[src/rtl/y86_pkg.sv]
// ============================================================================
//  Module   : y86_pkg
//  Purpose  : Shared register codes, pipeline entry type and match helper.
//  Revision : 1.0 - initial release
// ============================================================================
`default_nettype none

package y86_pkg;

    localparam int REG_W = 4;
    localparam logic [REG_W-1:0] RNONE = 4'hF;

    localparam logic [REG_W-1:0] REG_EAX = 4'd0;
    localparam logic [REG_W-1:0] REG_ECX = 4'd1;
    localparam logic [REG_W-1:0] REG_EDX = 4'd2;
    localparam logic [REG_W-1:0] REG_EBX = 4'd3;
    localparam logic [REG_W-1:0] REG_ESP = 4'd4;
    localparam logic [REG_W-1:0] REG_EBP = 4'd5;
    localparam logic [REG_W-1:0] REG_ESI = 4'd6;
    localparam logic [REG_W-1:0] REG_EDI = 4'd7;

    typedef struct packed {
        logic             valid;
        logic [REG_W-1:0] dst_e;
        logic [REG_W-1:0] dst_m;
    } fwd_entry_t;

    localparam fwd_entry_t ENTRY_EMPTY = '{valid: 1'b0, dst_e: RNONE, dst_m: RNONE};

    // RNONE never matches, so unused sources can never forward or stall.
    function automatic logic reg_match(input logic [REG_W-1:0] src,
                                       input logic [REG_W-1:0] r,
                                       input logic             valid);
        return valid && (r != RNONE) && (src == r);
    endfunction

endpackage

`default_nettype wire

[src/rtl/fwd_reg_match.sv]
// ============================================================================
//  Module   : fwd_reg_match
//  Purpose  : Compares decode sources A/B against one in-flight entry.
//  Revision : 1.0 - initial release
// ============================================================================
`default_nettype none

module fwd_reg_match
    import y86_pkg::*;
(
    input  logic [REG_W-1:0] src_a,
    input  logic [REG_W-1:0] src_b,
    input  fwd_entry_t       entry,
    output logic             hit_e,
    output logic             hit_m
);

    always_comb begin
        hit_e = reg_match(src_a, entry.dst_e, entry.valid) |
                reg_match(src_b, entry.dst_e, entry.valid);
        hit_m = reg_match(src_a, entry.dst_m, entry.valid) |
                reg_match(src_b, entry.dst_m, entry.valid);
    end

endmodule

`default_nettype wire

[src/rtl/fwd_hazard_ctrl.sv]
// ============================================================================
//  Module   : fwd_hazard_ctrl
//  Purpose  : Tracks EX/EX2/MEM destinations, issues forward flags and
//             load-use stalls for the instruction entering execute.
//  Revision : 1.0 - initial release
// ============================================================================
`default_nettype none

module fwd_hazard_ctrl
    import y86_pkg::*;
#(
    parameter int CNT_W = 16
) (
    input  logic             clk,
    input  logic             reset_n,
    input  logic             hold,
    input  logic             flush,
    input  logic             dec_valid,
    input  logic [REG_W-1:0] dec_srcA,
    input  logic [REG_W-1:0] dec_srcB,
    input  logic [REG_W-1:0] dec_dstE,
    input  logic [REG_W-1:0] dec_dstM,
    output logic             stall_decode,
    output logic             ex_bubble,
    output logic             fwd_apply_ex2,
    output logic [1:0]       fwd_apply_mem,
    output logic [REG_W-1:0] fwd_ex2_reg,
    output logic [REG_W-1:0] fwd_mem_regA,
    output logic [REG_W-1:0] fwd_mem_regB,
    output logic [CNT_W-1:0] stall_count
);

    fwd_entry_t       ex_q, ex_d, ex2_q, ex2_d, mem_q, mem_d;
    logic             apply_ex2_q, apply_ex2_d;
    logic [1:0]       apply_mem_q, apply_mem_d;
    logic [CNT_W-1:0] stall_cnt_q, stall_cnt_d;

    logic w_ex_hit_e, w_ex_hit_m, w_ex2_hit_e, w_ex2_hit_m;
    logic w_flush_eff, w_stall, w_load_bubble;

    fwd_reg_match u_match_ex (
        .src_a (dec_srcA),
        .src_b (dec_srcB),
        .entry (ex_q),
        .hit_e (w_ex_hit_e),
        .hit_m (w_ex_hit_m)
    );

    fwd_reg_match u_match_ex2 (
        .src_a (dec_srcA),
        .src_b (dec_srcB),
        .entry (ex2_q),
        .hit_e (w_ex2_hit_e),
        .hit_m (w_ex2_hit_m)
    );

    // Flush is only honoured while the pipe advances; the requester holds it through a freeze.
    assign w_flush_eff   = flush & ~hold;
    assign w_stall       = dec_valid & ~w_flush_eff & w_ex_hit_m;
    assign w_load_bubble = flush | w_stall | ~dec_valid;

    always_comb begin
        ex_d        = ex_q;
        ex2_d       = ex2_q;
        mem_d       = mem_q;
        apply_ex2_d = apply_ex2_q;
        apply_mem_d = apply_mem_q;
        stall_cnt_d = stall_cnt_q;
        if (!hold) begin
            mem_d = ex2_q;
            ex2_d = ex_q;
            if (w_load_bubble) begin
                ex_d        = ENTRY_EMPTY;
                apply_ex2_d = 1'b0;
                apply_mem_d = 2'b00;
            end else begin
                ex_d        = '{valid: 1'b1, dst_e: dec_dstE, dst_m: dec_dstM};
                apply_ex2_d = w_ex_hit_e;
                apply_mem_d = {w_ex2_hit_e, w_ex2_hit_m};
            end
            if (w_stall && (stall_cnt_q != {CNT_W{1'b1}})) begin
                stall_cnt_d = stall_cnt_q + 1'b1;
            end
        end
    end

    always_ff @(posedge clk or negedge reset_n) begin
        if (!reset_n) begin
            ex_q        <= ENTRY_EMPTY;
            ex2_q       <= ENTRY_EMPTY;
            mem_q       <= ENTRY_EMPTY;
            apply_ex2_q <= 1'b0;
            apply_mem_q <= 2'b00;
            stall_cnt_q <= '0;
        end else begin
            ex_q        <= ex_d;
            ex2_q       <= ex2_d;
            mem_q       <= mem_d;
            apply_ex2_q <= apply_ex2_d;
            apply_mem_q <= apply_mem_d;
            stall_cnt_q <= stall_cnt_d;
        end
    end

    assign stall_decode  = w_stall;
    assign ex_bubble     = ~ex_q.valid;
    assign fwd_apply_ex2 = apply_ex2_q;
    assign fwd_apply_mem = apply_mem_q;
    assign fwd_ex2_reg   = ex2_q.valid ? ex2_q.dst_e : RNONE;
    assign fwd_mem_regA  = mem_q.valid ? mem_q.dst_e : RNONE;
    assign fwd_mem_regB  = mem_q.valid ? mem_q.dst_m : RNONE;
    assign stall_count   = stall_cnt_q;

endmodule

`default_nettype wire

[config.mk]
export PLATFORM = sky130hd
export DESIGN_NAME = fwd_hazard_ctrl
export DESIGN_NICKNAME = d
export VERILOG_FILES = /design/src/rtl/y86_pkg.sv /design/src/rtl/fwd_reg_match.sv /design/src/rtl/fwd_hazard_ctrl.sv
export SDC_FILE = /design/constraint.sdc
export NUM_CORES = 1
export LEC_CHECK = 0
export BUFFER_PORTS_ARGS = -buffer_cell sky130_fd_sc_hd__buf_2
export CAP_MARGIN = 0
export CORE_MARGIN = 2
export CORE_UTILIZATION = 24
export DETAILED_ROUTE_END_ITERATION = 8
export PLACE_DENSITY = 0.54
export SKIP_LAST_GASP = 1
export SLEW_MARGIN = 5
export SYNTH_ARGS = -nofsm -noshare
export SYNTH_HDL_FRONTEND = slang
export SYNTH_SLANG_ARGS = --single-unit
export TNS_END_PERCENT = 10
[constraint.sdc]
create_clock -name clk -period 1.7 [get_ports clk]
set_input_delay 0.34 -clock clk [delete_from_list [all_inputs] [get_ports clk]]
set_output_delay 0.34 -clock clk [all_outputs]
set_load 0.02 [all_outputs]
# --- Yosys cells after proc, flatten, opt, wreduce, memory -nomap -nowiden ---
# Cells that the tools add are included.
classes:
  reduce_logical: 14
  mux: 6
  bitwise_logic: 13
  add_sub_neg: 1
  eq_ne: 13
op_table:
  columns: ["op", "count"]
  rows:
  - ["4-bit equality test", 8]
  - ["16-bit by 1-bit adder with 16-bit output, second input constant", 1]
  - ["16-bit inequality test, second input constant", 1]
  - ["4-bit inequality test, second input constant", 4]
  - ["1-bit logical AND", 13]
  - ["4-bit two-way mux", 3]
  - ["9-bit two-way mux", 1]
  - ["1-bit bitwise OR", 6]
  - ["1-bit NOT", 4]
  - ["1-bit bitwise AND", 3]
  - ["2-bit two-way mux", 1]
  - ["2-bit AND reduction", 1]
  - ["1-bit two-way mux", 1]
totals:
  register_bits: 46
  word_cells: 59
  in_bits: 21
  output_inout_bits: 33

# --- Longest topological paths before layout ---
# Gate-level depths: netlist (run 1).
logic_depth:
  word_depth: 8
  depth_mapped: 7
  depth_no_buf: 6

# --- By module ---
# From an unflattened synthesis (run 1), not the netlist that was laid out.
unflattened:
  hier_cells: 231
  hier_area_um2: 2433.6
modules_own_cells:
  columns: ["mod", "n_inst", "area_each_um2", "cells_each", "seq_area_each_um2"]
  rows:
  - ["fwd_hazard_ctrl", 1, 2043.2, 179, 1181.1]
  - ["fwd_reg_match", 2, 195.2, 26, 0.0]

# --- Worst setup path before layout (run 1) ---
# No wires, ideal clock.
synth_path:
  path_kind: "flip-flop to flip-flop"
  startpoint: "register stall_cnt_q[5], in the netlist stall_count[5]"
  endpoint: "register stall_cnt_q[1], in the netlist stall_count[1]"
  slack_ns: -0.010
  arrival_ns: 1.583
  t_required_ns: 1.572
  stages_incl_launch_ff: 6
  path_buffers: 0
  cell_sequence: "dfrtp_1 > nand4_2 > nor4_4 > a31oi_4 > nand2_1 > mux2_1"
synth_via:
  elab_chain_cells: 3
synth_lines:
  columns: ["element", "line", "text"]
  rows:
  - ["from (decl)", "fwd_hazard_ctrl.sv:36", "logic [CNT_W-1:0] stall_cnt_q, stall_cnt_d;"]
  - ["from (signal assigned)", "fwd_hazard_ctrl.sv:101", "stall_cnt_q <= stall_cnt_d;"]
  - ["16-bit inequality test", "fwd_hazard_ctrl.sv:81", "if (w_stall && (stall_cnt_q != {CNT_W{1'b1}})) begin"]
  - ["1-bit logical AND", "fwd_hazard_ctrl.sv:81", null]
  - ["2-bit AND reduction (no line)", null, null]
# No other way between the ends.
# A chain may end at the register's enable or synchronous reset.

# --- Final worst setup path (run 1) ---
layout_path:
  startpoint: "register ex_q[0] (netlist bit)"
  endpoint: "output stall_decode"
layout_via:
  elab_chain_cells: 5
  word_cells_on_any_way: 8
  classes_between: "eq/ne (3); bitwise (2); reduce/logical (3)"
layout_lines:
  columns: ["element", "line", "text"]
  rows:
  - ["from (decl)", "fwd_hazard_ctrl.sv:33", "fwd_entry_t ex_q, ex_d, ex2_q, ex2_d, mem_q, mem_d;"]
  - ["from (signal assigned)", "fwd_hazard_ctrl.sv:89", "ex_q <= ENTRY_EMPTY;"]
  - ["from (signal assigned)", "fwd_hazard_ctrl.sv:96", "ex_q <= ex_d;"]
  - ["4-bit inequality test", "y86_pkg.sv:34", "return valid && (r != RNONE) && (src == r);"]
  - ["1-bit logical AND (2 in a row)", "y86_pkg.sv:34", null]
  - ["1-bit bitwise OR *", "fwd_reg_match.sv:21", "hit_m = reg_match(src_a, entry.dst_m, entry.valid) |"]
  - ["1-bit bitwise AND *", "fwd_hazard_ctrl.sv:59", "assign w_stall = dec_valid & ~w_flush_eff & w_ex_hit_m;"]
  - ["to (decl)", "fwd_hazard_ctrl.sv:23", "output logic stall_decode,"]
# Every way passes the cells marked *; elsewhere a longest branch is shown, timed or not.

==> impl_metrics.py, run 1 <==
metrics = {
    "timing": {
        "timing.final.setup_violations": 21,
        "whs_ns": 0.279,
        "final_min_period_over_clock_period": 1.15,
        "max_clock_freq_ghz": 0.514,
        "maxSlewHeadroom": 0.710,
        "final_clock_skew_ns": 0.00783,
        "setup_slack_ns": -0.247,
        "grt_setup_unrepaired": "true",
        "final_hold_viols": 0,
        "tightestPinTransition_ns": 0.435,
        "fin_crit_ns": 1.95,
        "setup_total_negative_slack_ns": -1.78,
        "maxSlewViolCount": 0,
    },
    "synthesis": {
        "yosysUniqueCellTypes": 36,
        "synthesis.area_mm2": 0.00251,
        "ys_seq_area_frac": 0.471,
        "synthesis.instances": 218,
        "area_fraction_of_the_dominant_cell_type_after_synthesis": 0.251,
        "yosys_most_used_dff": "sky130_fd_sc_hd__dfstp_2",
        "synth-seq-cells": 46,
        "ys_top_cells_by_area": "sky130_fd_sc_hd__dfstp_2 (25%), sky130_fd_sc_hd__dfrtp_1 (22%), sky130_fd_sc_hd__xnor2_1 (12%)",
        "synth.largest_area_cell": "sky130_fd_sc_hd__dfstp_2",
        "synthesis.nets": 240,
        "syn-mean-instance-area_um2": 11.5,
        "async_flop_share": 1.00,
        "ys_warn_count": 0,
        "synth-edff-count": 0,
    },
    "floorplan": {
        "die-height_um": 106,
        "floorplan.io_pins": 54,
        "placement_rows": 37,
        "die_area_mm2": 0.0113,
        "core_area_mm2": 0.0102,
        "die_w_um": 106,
        "initial_core_util": 0.245,
    },
    "min_path": {
        "holdPathEnd": "ex_q[6]",
        "min-delay-path-class": "in2reg",
        "holdCritStartpoint": "dec_dstE[2]",
        "worstHoldPathCells": 3,
    },
    "worst_setup_path": {
        "critical_path.reg2reg.endpoint": "stall_count[1]",
        "ff2ff_path_depth": 7,
        "worstPathArrival_ns": 1.61,
        "timing.rr.start": "ex_q[0]",
        "worstSetupPathType": "reg2out",
        "r2r_slack_ns": -0.12,
        "worst_setup_path_start_kind": "flop",
        "critical_path.endpoint_type": "primary output",
        "worstPathMaxFanout": 3,
        "worst-endpoint-required_ns": 1.36,
    },
    "routing": {
        "route.final.wire_length_um": 6140,
        "antenna_left": 0,
        "initialDrtViolationCount": 45,
        "detail_route.first_pass.iterations": 4,
        "vias": 1916,
        "vias_per_std_cell": 4.34,
        "detail_route.drc_violations": 0,
        "wire_per_inst_um": 13.9,
    },
    "global_routing": {
        "grt_remaining_overflow": 0,
        "first_global_vias": 1980,
        "globalRouteTotalUtil": 0.115,
        "grt_antenna_before_repair": 0,
        "grt_first_pass_wirelength_um": 10100,
        "grt_start_max_net_pins": 42,
    },
    "clock_network": {
        "htree_levels": 2,
        "number_of_sinks_on_the_clock_net": 46,
        "source_to_sink_clock_delay_at_the_later_pin_of_the_worst_skew_pair_ns": 0.30,
        "clk_pin_slew_ns": 0.10,
        "clock_path_buffers": 2,
        "tritoncts.num_buffers": 5,
        "clock-root-buffer": "sky130_fd_sc_hd__clkbuf_8",
        "cts_tree": "done",
    },
    "final_layout": {
        "post-route-util": 0.321,
        "area_delta_synth_final_pct": 31.0,
        "final_layout_size_suffix_gt1_frac": 0.485,
        "antenna-diode-count": 0,
        "layout.filler_cells": 1048,
        "final_net_count": 326,
    },
    "pwr": {
        "vdd_ir_drop_max_v": 0.000287,
        "p_leak_nw": 1.36,
        "power.density_cell_area_mw_per_mm2": 713,
    },
    "status": {
        "failed_checks": "negative setup slack",
        "outcome": "complete, but fails checks",
    },
    "place": {
        "dp_worst_setup_slack_ns": -0.0320,
        "place.gp.congestion": 0.818,
        "sum_of_net_half_perimeters_after_detailed_placement_um": 4710,
        "port_buffers": 53,
    },
    "flow_run": {
        "cap_viol_max_count": 0,
    },
}
[worst max-delay path by stage]
stage / startpoint / endpoint / slack, ns
after floorplan: stall_count[7] / stall_count[1] / 0.0008
after global placement: ex_q[0] / stall_decode / 0.009
after detailed placement: ex_q[3] / stall_count[13] / -0.03
after CTS: ex_q[1] / stall_decode / -0.27
after global routing: ex_q[3] / stall_decode / -0.33
final: ex_q[0] / stall_decode / -0.25
[metrics by stage]
stage	instance area [µm²]	instances	power (mW)
finish	3280	441	2.34
global route	3280	441	2.48
CTS	3280	441	2.38
detailed placement	3150	430	1.66
global placement	3150	430	1.65
floorplan	2510	218	1.48
[registers in the layout (all words and copies together), names as in the netlist]
signal and flops:
stall_count 16, fwd_apply_mem 2, ex_q 9, fwd_apply_ex2 1, mem_q 9, ex2_q 9
[cells in the mapped netlist (5+ instances only)]
cell type,number
sky130_fd_sc_hd__xnor2_1,35
sky130_fd_sc_hd__dfstp_2,24
sky130_fd_sc_hd__dfrtp_1,22
sky130_fd_sc_hd__mux2_2,17
sky130_fd_sc_hd__nand2b_1,12
sky130_fd_sc_hd__xor2_1,12
sky130_fd_sc_hd__nand4_1,11
sky130_fd_sc_hd__nor2b_1,10
sky130_fd_sc_hd__nor2_1,9
sky130_fd_sc_hd__a21oi_1,8
sky130_fd_sc_hd__nand2_1,8
sky130_fd_sc_hd__nand3_2,6
sky130_fd_sc_hd__a41oi_1,5
sky130_fd_sc_hd__and3_1,5
[kinds of logic (layout without fill, tap and decap cells)]
family          Yosys count  after routing  synth area share
xor+xnor                 47             47             0.164
buf+inv                  10             97            0.0230
flops                    46             46             0.471
fa+ha+maj                 1              1           0.00499
simple gates             75             75             0.188
mux                      18             18            0.0808
compound gates           21             21            0.0684
[per-layer routing]
layer,wire [µm],vias up,track usage
met1,2880,926,0.159
li1,-,941,-
met5,0,-,0
met4,51,0,0.0226
met2,2920,45,0.184
met3,289,4,0.0258
[what timing repair did]
action / in CTS / in global routing
endpoints found under the hold margin: 1 / 0
setup endpoints to repair: 11 / 28
setup buffers: 2 / 0
hold buffers: 1 / 0
resized for setup: 3 / 1
pin swaps: 3 / 1
[worst max-delay path: stages (launching register included)]
cell and delay (ns):
sky130_fd_sc_hd__dfstp_2 0.57, sky130_fd_sc_hd__xnor2_1 0.13, sky130_fd_sc_hd__nand4_1 0.17, sky130_fd_sc_hd__a21oi_4 0.22, sky130_fd_sc_hd__buf_12 0.13, sky130_fd_sc_hd__buf_8 0.10
[final cells by class]
| cell class | instances | area (µm²) | area share |
|---|---|---|---|
| sequential | 46 | 1180 | 0.360 |
| inverter | 2 | 7.51 | 0.00229 |
| tap | 136 | 170 | 0.0518 |
| clock buffer | 5 | 68.8 | 0.0210 |
| clock inverter | 3 | 25.0 | 0.00762 |
| multi-input combinational | 162 | 1270 | 0.386 |
| timing repair buffer | 87 | 562 | 0.171 |
[power by group]
part           leakage (nW)  internal, mW  switching [mW]
Combinational         0.758         0.194           0.184
Clock                0.0447         0.298           0.405
Sequential            0.555          1.19          0.0699
[cells in the final DEF (no fill, tap or decap), types with 2 or more instances in the layout]
master | netlist | final
sky130_fd_sc_hd__and2_1 | 2 | 2
sky130_fd_sc_hd__dfstp_2 | 24 | 24
sky130_fd_sc_hd__nor4_1 | 3 | 3
sky130_fd_sc_hd__clkbuf_8 | 0 | 5
sky130_fd_sc_hd__nor3_1 | 3 | 3
sky130_fd_sc_hd__a41oi_1 | 5 | 5
sky130_fd_sc_hd__buf_4 | 1 | 30
sky130_fd_sc_hd__nor2_1 | 9 | 9
sky130_fd_sc_hd__dfrtp_1 | 22 | 21
sky130_fd_sc_hd__nand2b_1 | 12 | 12
sky130_fd_sc_hd__a21oi_1 | 8 | 8
sky130_fd_sc_hd__inv_1 | 2 | 2
sky130_fd_sc_hd__nand2_1 | 8 | 8
sky130_fd_sc_hd__and3_1 | 5 | 5
sky130_fd_sc_hd__nand3_1 | 2 | 2
sky130_fd_sc_hd__buf_12 | 0 | 2
sky130_fd_sc_hd__a32o_1 | 2 | 2
sky130_fd_sc_hd__mux2_2 | 17 | 17
sky130_fd_sc_hd__buf_2 | 1 | 52
sky130_fd_sc_hd__nor2b_1 | 10 | 10
sky130_fd_sc_hd__nand4_1 | 11 | 11
sky130_fd_sc_hd__xnor2_1 | 35 | 35
sky130_fd_sc_hd__xor2_1 | 12 | 12
sky130_fd_sc_hd__nand3_2 | 6 | 6
Note: power is estimated with default switching activity, not from simulation.
==> run 2, diff against run 1 <==
PLACE_DENSITY = 0.53   (was 0.54)
clock period = 1.8 ns   (was 1.7 ns; I/O delays follow)
==> run 2 against run 1 <==
Net effect:
- power shrank 6.6%
- count of clock-buffer cells in the layout is the same
- global-route usage shrank 0.096 points
- hold slack lost 0.12 ns
- sequential share of layout area grew 1.5 points
- die area is the same
- first-iteration DRC count grew 24%
- the run still ends with negative setup slack left
- non-clock buffer count shrank 13
- clock power shrank 6.5%
- sequential cell count is the same
- highest routed layer unchanged
==> impl_metrics.py, run 2 (same netlist as run 1, synthesis figures left out) <==
metrics = {
    "status": {
        "outcome": "complete, but fails checks",
        "failed_checks": "negative setup slack",
    },
    "final_layout": {
        "antenna-diode-count": 0,
        "reg_area_mm2": 0.00118,
        "final_layout_size_suffix_gt1_frac": 0.462,
        "mostFrequentLayoutCell": "sky130_fd_sc_hd__buf_2",
        "post-route-util": 0.308,
        "layout.cells.most_common_list": "sky130_fd_sc_hd__buf_2 (52), sky130_fd_sc_hd__xnor2_1 (35), sky130_fd_sc_hd__dfstp_2 (24)",
        "multi_input_comb_area_mm2": 0.00127,
        "largest_register_ff_count": 16,
        "area_delta_synth_final_pct": 25.6,
        "final_net_count": 313,
        "layout.filler_cells": 1071,
    },
    "worst_setup_path": {
        "timing.rr.start": "ex_q[1]",
        "crit_path_start": "ex_q[1]",
        "critical_path.reg2reg.endpoint": "ex_q[8]",
        "critical_path.endpoint_type": "primary output",
        "worstSetupPathType": "reg2out",
        "setup.worst_path.end": "stall_decode",
        "worstPathArrival_ns": 1.52,
        "r2r_slack_ns": -0.01,
        "worst_setup_path_start_kind": "flop",
        "worst-endpoint-required_ns": 1.44,
        "ff2ff_path_depth": 7,
        "worstPathMaxFanout": 3,
    },
    "routing": {
        "detail_route.drc_violations": 0,
        "detail_route.first_pass.iterations": 4,
        "vias": 1847,
        "initialDrtViolationCount": 56,
        "route.final.wire_length_um": 6090,
        "vias_per_std_cell": 4.32,
        "wire_per_inst_um": 14.2,
        "antenna_left": 0,
    },
    "global_routing": {
        "grt_remaining_overflow": 0,
        "grt_start_max_net_pins": 47,
        "grt_first_pass_wirelength_um": 10000,
        "grt_antenna_before_repair": 0,
        "first_global_vias": 1929,
        "globalRouteTotalUtil": 0.114,
    },
    "clock_network": {
        "clock_path_buffers": 2,
        "clk_pin_slew_ns": 0.10,
        "clock-root-buffer": "sky130_fd_sc_hd__clkbuf_8",
        "cts_tree": "done",
        "ctsHoldBuffers": 0,
        "number_of_sinks_on_the_clock_net": 46,
        "tritoncts.num_buffers": 5,
        "source_to_sink_clock_delay_at_the_later_pin_of_the_worst_skew_pair_ns": 0.30,
        "htree_levels": 2,
    },
    "timing": {
        "tightestPinTransition_ns": 0.602,
        "max_clock_freq_ghz": 0.533,
        "grt_setup_unrepaired": "true",
        "fin_crit_ns": 1.88,
        "final_min_period_over_clock_period": 1.04,
        "final_clock_skew_ns": 0.00892,
        "setup_slack_ns": -0.0762,
        "timing.final.setup_violations": 2,
        "maxSlewViolCount": 0,
        "setup_total_negative_slack_ns": -0.0851,
        "final_hold_viols": 0,
        "maxSlewHeadroom": 0.599,
    },
    "pwr": {
        "vdd_ir_drop_max_v": 0.000277,
        "p_leak_nw": 1.28,
        "power.density_cell_area_mw_per_mm2": 694,
    },
    "floorplan": {
        "die_w_um": 106,
        "placement_rows": 37,
        "initial_core_util": 0.245,
        "die_area_mm2": 0.0113,
        "floorplan.io_pins": 54,
        "die-height_um": 106,
        "core_area_mm2": 0.0102,
    },
    "min_path": {
        "min-delay-path-class": "in2async",
    },
    "flow_run": {
        "cap_viol_max_count": 0,
    },
    "place": {
        "port_buffers": 53,
        "place.gp.congestion": 0.759,
        "sum_of_net_half_perimeters_after_detailed_placement_um": 4470,
    },
}
run 2: what timing repair did:
item | 4_1_cts | 5_1_grt
endpoints found under the setup margin | 1 | 20
setup buffers | 2 | 0
gates resized for setup | 2 | 0
pin swaps | 3 | 0
cloned | 0 | 0
run 2: worst max-delay path, cell delays in order, from the launching register on:
cell and delay [ns]:
sky130_fd_sc_hd__dfstp_2 0.57, sky130_fd_sc_hd__xnor2_1 0.12, sky130_fd_sc_hd__nand4_1 0.17, sky130_fd_sc_hd__a21oi_4 0.21
sky130_fd_sc_hd__buf_6 0.14
run 2: layout make-up:
type                            instances  share of cell area
Clock buffer                            5              0.0219
Clock inverter                          3             0.00755
Inverter                                2             0.00238
Multi-Input combinational cell        162               0.403
Sequential cell                        46               0.375
Tap cell                              136              0.0540
Timing Repair Buffer                   74               0.136
run 2: worst min path at each step:
stage / from / end / slack [ns] / cells past startpoint
finish: reset_n / fwd_apply_mem[0] / 0.15 / 2
global route: reset_n / ex_q[8] / 0.19 / 2
CTS: reset_n / fwd_apply_mem[1] / 0.16 / 2
detailed placement: stall_count[4] / stall_count[4] / 0.48 / 1
global placement: stall_count[14] / stall_count[14] / 0.48 / 1
floorplan: reset_n / ex2_q[8] / 0.06 / 0
run 2: report_power, final:
group / switching (mW) / leakage, nW / internal (mW) / total (mW)
clock: 0.379 / 0.0408 / 0.278 / 0.657
sequential: 0.0678 / 0.557 / 1.12 / 1.19
combinational: 0.169 / 0.685 / 0.167 / 0.337
run 2: metrics by stage:
stage	power (mW)	std cells	instance area, µm²	hold WS (ns)	setup slack, ns
after global placement	1.54	418	3040	0.476	0.0983
final	2.19	428	3150	0.155	-0.0762
after CTS	2.23	428	3150	0.159	-0.0967
after global routing	2.31	428	3150	0.195	-0.168
after floorplan	1.40	218	2510	0.0644	0.0897
after detailed placement	1.55	418	3040	0.484	0.0704
run 2: layer usage:
| metal | wire, µm | track usage | vias to the layer above |
|---|---|---|---|
| met4 | 25 | 0.0226 | 0 |
| met2 | 2850 | 0.184 | 45 |
| met5 | 0 | 0 | - |
| li1 | - | - | 906 |
| met3 | 271 | 0.0251 | 2 |
| met1 | 2940 | 0.156 | 894 |
==> run 3, diff against run 2 <==
REMOVE_ABC_BUFFERS = 1   (was unset)
==> run 3 against run 2 <==
Net effect:
- the flow still finishes with violations (negative setup slack)
- critical path depth did not move
- first-iteration DRC count increased by 50%
- sequential share of layout area down 0.25 points
- final area grew 0.68%
- routed wire length down 1.4%
- fmax decreased by 0.17%
- utilization rose by 0.21 points
- sequential cell count is the same
- clock power is 11% higher
- power grew 3.0%
- final cell count fell by 0.47%
- largest cell class unchanged
- largest power group unchanged
==> impl_metrics.py, run 3 (same netlist as run 1, synthesis figures left out) <==
metrics = {
    "routing": {
        "antenna_left": 0,
        "vias_per_std_cell": 4.34,
        "route.final.wire_length_um": 6000,
        "initialDrtViolationCount": 84,
        "wire_per_inst_um": 14.1,
        "detail_route.first_pass.iterations": 4,
        "vias": 1850,
        "detail_route.drc_violations": 0,
    },
    "worst_setup_path": {
        "worstPathArrival_ns": 1.52,
        "kind_of_cell_adding_the_most_delay_to_the_critical_path": "flip-flops",
        "slowest_delay_ns": 0.59,
        "worstSetupPathType": "reg2out",
        "critical_path.cell_chain": "xnor2_1 > nand4_1 > a21oi_4 > buf_6",
        "cp.buffers_inverters": 1,
        "worst-endpoint-required_ns": 1.44,
        "critical_path.endpoint_type": "primary output",
        "worstPathMaxFanout": 5,
        "worst_setup_path_start_kind": "flop",
        "cp_slowest_cell": "sky130_fd_sc_hd__dfstp_2",
    },
    "global_routing": {
        "first_global_vias": 1916,
        "grt_antenna_before_repair": 0,
        "globalRouteTotalUtil": 0.112,
        "grt_remaining_overflow": 0,
        "grt_start_max_net_pins": 35,
        "grt_first_pass_wirelength_um": 9890,
    },
    "timing": {
        "fin_crit_ns": 1.88,
        "grt_setup_unrepaired": "true",
        "final_min_period_over_clock_period": 1.04,
        "setup_slack_ns": -0.0794,
        "final_hold_viols": 0,
        "maxSlewViolCount": 0,
        "final_clock_skew_ns": 0.00724,
        "whs_ns": 0.294,
        "setup_total_negative_slack_ns": -0.0794,
        "timing.final.setup_violations": 1,
        "max_clock_freq_ghz": 0.532,
        "tightestPinTransition_ns": 0.449,
        "maxSlewHeadroom": 0.700,
    },
    "min_path": {
        "min-delay-path-class": "in2reg",
    },
    "pwr": {
        "vdd_ir_drop_max_v": 0.000274,
        "power.density_cell_area_mw_per_mm2": 710,
        "p_leak_nw": 1.29,
    },
    "floorplan": {
        "core_area_mm2": 0.0102,
        "die_w_um": 106,
        "die-height_um": 106,
        "placement_rows": 37,
        "die_area_mm2": 0.0113,
        "initial_core_util": 0.245,
        "floorplan.io_pins": 54,
    },
    "clock_network": {
        "number_of_sinks_on_the_clock_net": 46,
        "tritoncts.num_buffers": 5,
        "clock_path_buffers": 2,
        "clock-root-buffer": "sky130_fd_sc_hd__clkbuf_8",
        "cts_tree": "done",
        "clk_pin_slew_ns": 0.09,
        "htree_levels": 2,
        "source_to_sink_clock_delay_at_the_later_pin_of_the_worst_skew_pair_ns": 0.30,
    },
    "place": {
        "place.gp.congestion": 0.796,
        "port_buffers": 53,
        "sum_of_net_half_perimeters_after_detailed_placement_um": 4450,
        "placed_area_mm2": 0.00300,
    },
    "final_layout": {
        "largest_register_ff_count": 16,
        "finish.instance_area_mm2": 0.00317,
        "final_layout_size_suffix_gt1_frac": 0.452,
        "mostFrequentLayoutCell": "sky130_fd_sc_hd__buf_2",
        "antenna-diode-count": 0,
        "post-route-util": 0.310,
        "layout.cells.most_common_list": "sky130_fd_sc_hd__buf_2 (52), sky130_fd_sc_hd__xnor2_1 (35), sky130_fd_sc_hd__dfstp_2 (24)",
        "area_delta_synth_final_pct": 26.4,
        "final_net_count": 311,
    },
    "status": {
        "outcome": "complete, but fails checks",
        "failed_checks": "negative setup slack",
    },
    "flow_run": {
        "cap_viol_max_count": 0,
    },
}
-- run 3: cell count changes in the layout (fill, tap and decap cells not counted) --
cell                            change
sky130_fd_sc_hd__clkinvlp_4         -2
sky130_fd_sc_hd__clkbuf_16          +1
sky130_fd_sc_hd__clkbuf_1           +1
sky130_fd_sc_hd__buf_6              +1
sky130_fd_sc_hd__buf_4              -5
sky130_fd_sc_hd__inv_4              +1
sky130_fd_sc_hd__inv_6              -1
sky130_fd_sc_hd__buf_12             +1
sky130_fd_sc_hd__nor3b_4            +1
sky130_fd_sc_hd__dlygate4sd3_1      +1
sky130_fd_sc_hd__nor3b_2            -1
-- run 3: final cells by class --
| cell class | instances | area, µm² |
|---|---|---|
| Fill cell | 1074 | 7060 |
| Multi-Input combinational cell | 162 | 1270 |
| Sequential cell | 46 | 1180 |
| Timing Repair Buffer | 72 | 433 |
| Tap cell | 136 | 170 |
| Clock buffer | 7 | 97.6 |
| Inverter | 2 | 7.51 |
| Clock inverter | 1 | 6.26 |
-- run 3: what timing repair did --
| item | CTS | global route |
|---|---|---|
| pin swaps | 2 | 3 |
| hold buffers | 1 | 0 |
| buffers inserted | 4 | 1 |
| hold endpoints to repair | 2 | 0 |
| resized for setup | 2 | 2 |
| setup endpoints to repair | 1 | 27 |
-- run 3: per-layer routing --
metal | GRT usage | vias up | routed length [µm]
li1 | - | 899 | -
met1 | 0.140 | 895 | 2610
met2 | 0.191 | 47 | 2980
met3 | 0.0282 | 9 | 326
met4 | 0.0310 | 0 | 80
met5 | 0 | - | 0
-- run 3: worst paths after layout --
check                                start         endpoint  slack (ns)  cells past startpoint
max in group asynchronous          reset_n          ex_q[6]        0.69                      3
max reg2reg                        ex_q[2]          ex_q[8]        0.01                      7
min reg2reg                stall_count[14]  stall_count[14]        0.50                      1
max                                ex_q[2]     stall_decode       -0.08                      4
min                            dec_dstM[1]          ex_q[1]        0.29                      3
min in group asynchronous          reset_n         ex2_q[8]        0.54                      2
-- run 3: worst reg2reg max path: stages, from the launching register on --
cell and delay (ns):
sky130_fd_sc_hd__dfstp_2 0.59, sky130_fd_sc_hd__xnor2_1 0.13, sky130_fd_sc_hd__nand4_1 0.18, sky130_fd_sc_hd__a21oi_4 0.18
sky130_fd_sc_hd__buf_4 0.17, sky130_fd_sc_hd__nor3b_4 0.05, sky130_fd_sc_hd__buf_4 0.15, sky130_fd_sc_hd__mux2_2 0.25
-- run 3: where the power goes --
part	switching, mW	leakage, nW	internal, mW
Sequential	0.0712	0.557	1.12
Clock	0.370	0.0539	0.360
Combinational	0.163	0.682	0.164
Total	0.604	1.29	1.65
-- run 3: through the flow --
stage               setup slack [ns]  power [mW]  cells
floorplan                     -0.119        1.38    210
global placement              0.0610        1.53    412
detailed placement            0.0309        1.54    412
CTS                           -0.106        2.28    425
global route                  -0.162        2.35    426
finish                       -0.0794        2.25    426
